**config.mk**
```make
export PLATFORM = sky130hd
export DESIGN_NAME = mem_store_monitor
export DESIGN_NICKNAME = d
export VERILOG_FILES = /design/src/rtl/mem_store_monitor.sv
export SDC_FILE = /design/constraint.sdc
export NUM_CORES = 1
export LEC_CHECK = 0
export BUFFER_PORTS_ARGS = -buffer_cell sky130_fd_sc_hd__buf_2
export CORE_MARGIN = 2
export CORE_UTILIZATION = 55
export DETAILED_ROUTE_END_ITERATION = 10
export PLACE_DENSITY = 0.79
export SLEW_MARGIN = 0
export SYNTH_ARGS = -nofsm -noshare
export SYNTH_HDL_FRONTEND = slang
export SYNTH_SLANG_ARGS = --single-unit
```
**constraint.sdc**
```tcl
create_clock -name clk -period 7.75 [get_ports clk]
set_clock_uncertainty 0.1 [all_clocks]
set_input_delay 1.55 -clock clk [delete_from_list [all_inputs] [get_ports clk]]
set_output_delay 1.55 -clock clk [all_outputs]
set_load 0.05 [all_outputs]
```
**src/rtl/mem_store_monitor.sv**
```systemverilog
// Checks a DUT's store stream against an in-order table of expected (address, data) pairs.
// Reports PASS, a first-mismatch FAIL with the offending store captured, or a timeout.
module mem_store_monitor #(
    parameter int          XLEN        = 32,
    parameter int          DEPTH       = 4,
    parameter int          TIMEOUT_CYC = 1000,
    parameter bit          IGN_EN      = 1'b1,
    parameter int unsigned IGN_ADDR    = 96,
    localparam int IDX_W = (DEPTH > 1) ? $clog2(DEPTH) : 1,
    localparam int CNT_W = $clog2(DEPTH + 1)
) (
    input  logic             clk,
    input  logic             rst_n,
    input  logic             exp_we,
    input  logic [IDX_W-1:0] exp_idx,
    input  logic [XLEN-1:0]  exp_addr,
    input  logic [XLEN-1:0]  exp_data,
    input  logic [CNT_W-1:0] exp_cnt,
    input  logic             start,
    input  logic             memwrite,
    input  logic [XLEN-1:0]  dataadr,
    input  logic [XLEN-1:0]  writedata,
    output logic             done,
    output logic             pass,
    output logic [1:0]       fail_code,
    output logic [CNT_W-1:0] match_cnt,
    output logic [XLEN-1:0]  err_addr,
    output logic [XLEN-1:0]  err_data
);
    localparam int            TMR_W = $clog2(TIMEOUT_CYC + 1);
    localparam logic [XLEN-1:0] IGN_A = XLEN'(IGN_ADDR);

    typedef enum logic [2:0] {S_IDLE, S_RUN, S_PASS, S_FAIL, S_TOUT} state_t;

    state_t           state;
    logic [TMR_W-1:0] timer;
    logic [CNT_W-1:0] cnt_lat;
    logic [XLEN-1:0]  tbl_addr [DEPTH];
    logic [XLEN-1:0]  tbl_data [DEPTH];

    logic             ptr_ok, st_chk, hit, tmo;
    logic [CNT_W-1:0] mc_inc;
    logic [XLEN-1:0]  cur_addr, cur_data;

    // The table is deliberately left out of reset so a check can be rerun after an abort.
    always_ff @(posedge clk) begin
        if (state == S_IDLE && exp_we && int'(exp_idx) < DEPTH) begin
            tbl_addr[exp_idx] <= exp_addr;
            tbl_data[exp_idx] <= exp_data;
        end
    end

    // match_cnt doubles as the table pointer; past the last entry nothing can match.
    always_comb begin
        ptr_ok   = int'(match_cnt) < DEPTH;
        cur_addr = '0;
        cur_data = '0;
        if (ptr_ok) begin
            cur_addr = tbl_addr[match_cnt[IDX_W-1:0]];
            cur_data = tbl_data[match_cnt[IDX_W-1:0]];
        end
        st_chk = memwrite && !(IGN_EN && dataadr == IGN_A);
        hit    = ptr_ok && dataadr == cur_addr && writedata == cur_data;
        mc_inc = match_cnt + 1'b1;
        tmo    = int'(timer) + 1 >= TIMEOUT_CYC;
    end

    always_ff @(posedge clk or negedge rst_n) begin
        if (!rst_n) begin
            state     <= S_IDLE;
            timer     <= '0;
            cnt_lat   <= '0;
            done      <= 1'b0;
            pass      <= 1'b0;
            fail_code <= 2'b00;
            match_cnt <= '0;
            err_addr  <= '0;
            err_data  <= '0;
        end else begin
            case (state)
                S_IDLE: begin
                    if (start) begin
                        match_cnt <= '0;
                        timer     <= '0;
                        cnt_lat   <= exp_cnt;
                        if (exp_cnt == '0) begin
                            state <= S_PASS;
                            done  <= 1'b1;
                            pass  <= 1'b1;
                        end else begin
                            state <= S_RUN;
                        end
                    end
                end
                S_RUN: begin
                    timer <= timer + 1'b1;
                    // Written so an X on the compare falls through to the mismatch branch.
                    if (st_chk && hit) begin
                        match_cnt <= mc_inc;
                        if (mc_inc == cnt_lat) begin
                            state <= S_PASS;
                            done  <= 1'b1;
                            pass  <= 1'b1;
                        end else if (tmo) begin
                            state     <= S_TOUT;
                            done      <= 1'b1;
                            fail_code <= 2'b10;
                        end
                    end else if (st_chk) begin
                        state     <= S_FAIL;
                        done      <= 1'b1;
                        fail_code <= 2'b01;
                        err_addr  <= dataadr;
                        err_data  <= writedata;
                    end else if (tmo) begin
                        state     <= S_TOUT;
                        done      <= 1'b1;
                        fail_code <= 2'b10;
                    end
                end
                default: begin
                    if (start) begin
                        state     <= S_IDLE;
                        timer     <= '0;
                        done      <= 1'b0;
                        pass      <= 1'b0;
                        fail_code <= 2'b00;
                        match_cnt <= '0;
                        err_addr  <= '0;
                        err_data  <= '0;
                    end
                end
            endcase
        end
    end
endmodule

```
==> reports/summary.txt <==
Result of the run -> finished, final reports clean
Clk pwr share -> 0.334
Number of vias per cell -> 6.32
P&R area growth vs syn -> 16.4%
Worst IR Drop VDD -> 0.000140 V
Die Width -> 172 um
Internal Pwr Total -> 3.59 mW
Total number of H-tree levels -> 2
CP max stage delay -> 0.98 ns
Setup WS post-layout -> 2.86 ns
Root buf cell -> clkbuf_16
Pre-Repair DR Iteration Count -> 5
Unrepaired setup endpoints after global routing -> no
Number of DRC violations after detailed-routing iteration 0 -> 1261
Portion of the clock cycle consumed by the worst path in the final layout -> 0.632
Post-Synthesis Net Count -> 1217
GR Util All Layers -> 0.280
Fin nets -> 1411
Placed cells -> 1610
Core area -> 27800 um2
Detailed-route via count -> 10600
Number of buffers inserted by port buffering -> 208
Maximum fanout along the worst path -> 63
Vertical extent of the die -> 172 um
Dpl ws -> 2.95 ns
Worst reg2reg path endpoint -> err_data[21]
Most Crowded Layer GR -> met2
Post-route ant nets -> 0
Cell depth of the worst flop-to-flop path -> 9
Logic depth of the worst path, buffers included -> 9
Arrival time at the worst endpoint -> 5.23 ns
Worst Hold Margin -> 0.390 ns
Power share of the sequential group -> 0.433
HPWL reported at the end of detailed placement -> 27100 um
Number of global-route vias before repair -> 10300
Fraction of layout instances using a drive strength above 1 -> 0.319
Buf+Inv Stages, Crit Path -> 1
Area post-placement -> 16800 um2
Slowest-stage cell, CP -> or4_4
Startpoint-to-endpoint class of the critical path -> reg -> reg
Min-delay worst type -> reg -> reg
Slew margin rel. -> 0.243
Startpoint of the worst-slack reg-to-reg timing path -> match_cnt[0]
Sum of overflow across all layers after global routing -> 0
Met3 track utilization from global routing -> 0.0607
Library cells used by synthesis -> 71
Final number of hold-violating endpoints -> 0
CP top delay family -> simple AND/OR/NAND/NOR gates
Detailed-route wire length -> 41500 um
Number of enable flip-flop cells after synthesis -> 256
Clock Pin Slew Worst Setup and Hold Paths -> 0.06 ns
Average routed wire per standard cell -> 24.6 um
Maximum number of pins on one net before global-route repair -> 78
Async set-or-reset flop fraction in the synthesized netlist -> 0.254
Sink Count -> 343
Flop-to-flop setup slack -> 2.86 ns
Number of max-cap violations -> 0
Non-filler cells, final -> 1683
Post-synthesis sequential area ratio -> 0.635
Sort of element at the end of the critical path -> flop
Number of antenna violations at the first check in global routing -> 11
Switch Pwr -> 1.79 mW
Data required time at the worst endpoint -> 8.08 ns
Slew Viols, Final -> 0
CTS tree -> built
DRC errors left -> 0
Avg Cell Area, Syn -> 14.4 um2
Post-route setup TNS -> 0 ns
Clock Path Buffers -> 3
Post-cts gate resize count -> 0
Post-layout instance area -> 18100 um2
Final RePlAce weighted congestion -> 0.905
Worst Setup Start Kind -> flop
Wire length of the first global-routing pass -> 61400 um
Critical path, cell by cell -> buf_4 -> mux4_2 -> xnor2_1 -> nand4_1 -> a32oi_1 -> nand3_1 -> or4_4 -> o21ai_4 -> mux2i_1
Final setup violation count -> 0
Total number of placement rows -> 61
Synth warn -> 0
CTS Hold Buffers Added -> 0
Static Leak -> 6.66 nW
M1 GR Usage -> 0.391
Fill cells -> 2065
GR met2 Demand/Resource -> 0.428
Setup bufs post-CTS -> 0
Crit path to -> err_data[21]
Maximum operating frequency -> 0.204 GHz
Number of synthesized register bits -> 343
Number of primary I/O pins -> 209
CTS buffer count -> 37
Final min period -> 4.89 ns
Combinational power share -> 0.233
Area of the mapped netlist -> 15500 um2
Sw Share -> 0.333
Area enclosed by the die boundary -> 29600 um2
Synth Flop Type -> edfxtp_1
Clock network latency to the later pin of the worst-skew pair -> 0.53 ns
Ratio of total power to cell area -> 298 nW/um2
Synth Instances -> 1077
Critical path origin -> match_cnt[0]
Initial standard-cell utilization of the core -> 0.559
Pin slew with the least headroom to its limit -> 1.14 ns
synthesized netlist by cell type (11+ instances only):
cell type / n / area share
edfxtp_1: 256 / 0.49
nand2_1: 116 / 0.028
dfrtp_1: 87 / 0.14
o21ai_1: 66 / 0.021
o211ai_2: 60 / 0.048
mux4_2: 49 / 0.071
nor2_1: 47 / 0.011
o21ai_0: 38 / 0.012
mux2i_1: 36 / 0.023
clkbuf_1: 33 / 0.0080
nand4_1: 25 / 0.010
xnor2_1: 25 / 0.014
nand3_1: 14 / 0.0045
nor4_1: 14 / 0.0056
buf_6: 13 / 0.0094
buf_4: 12 / 0.0058
nand2b_1: 11 / 0.0044
layout make-up:
type | count | area (um2) | area share
antenna | 7 | 17.5 | 0.000969
inverter | 9 | 33.8 | 0.00187
timing repair buffer | 221 | 1140 | 0.0631
sequential | 343 | 9870 | 0.546
clock buffer | 50 | 1060 | 0.0585
multi-input combinational | 659 | 5300 | 0.293
clock inverter | 16 | 190 | 0.0105
tap | 378 | 473 | 0.0262
state kept, by name (all words and copies together), names as in the netlist:
signal and cells:
pass 1, tbl_addr 128, cnt_lat 3, tbl_data 128, match_cnt 3, err_data 32
fail_code 2, err_addr 32, timer 10, state 3, done 1
placed cells by master (no fill, tap or decap), drive strengths merged, types with 36 or more instances in the layout:
master,netlist,final
buf,33,221
clkbuf,33,50
dfrtp,87,87
edfxtp,256,256
mux2i,36,36
mux4,49,49
nand2,117,117
nor2,47,47
o211ai,69,69
o21ai,105,105
through the flow:
step	utilization	power, mW
6_report	0.651	5.39
5_1_grt	0.651	5.57
4_1_cts	0.650	5.40
3_5_place_dp	0.605	3.61
3_3_place_gp	0.605	3.58
2_1_floorplan	-	3.22
layer usage:
metal  part of all wire  routed length (um)  vias to the layer above
met5             0.0013                  53                        -
met4              0.044                1810                        8
met3              0.094                3880                      108
met2               0.46               19200                      548
met1               0.40               16500                     5342
li1                   -                   -                     4628
logic make-up after synthesis:
family / share of synthesized area
compound gates: 0.123
xor+xnor: 0.0186
fa+ha+maj: 0.00226
buf+inv: 0.0278
flops: 0.635
mux: 0.0993
simple gates: 0.0938
how the worst min path moves through the flow:
stage / start / end / slack (ns) / cells past startpoint
finish: timer[9] / timer[9] / 0.39 / 1
detailed placement: timer[9] / timer[9] / 0.39 / 1
CTS: timer[9] / timer[9] / 0.39 / 1
global route: err_addr[31] / err_addr[31] / 0.44 / 2
floorplan: timer[9] / timer[9] / 0.34 / 1
global placement: timer[9] / timer[9] / 0.37 / 1
power groups by stage:
stage / combinational, mW / clock (mW) / sequential [mW]
global placement: 1.23 / 0 / 2.36
CTS: 1.25 / 1.81 / 2.33
detailed placement: 1.25 / 0 / 2.37
global route: 1.33 / 1.89 / 2.35
finish: 1.25 / 1.80 / 2.33
floorplan: 0.368 / 0 / 2.85
Power figures use the tool's default switching activity.
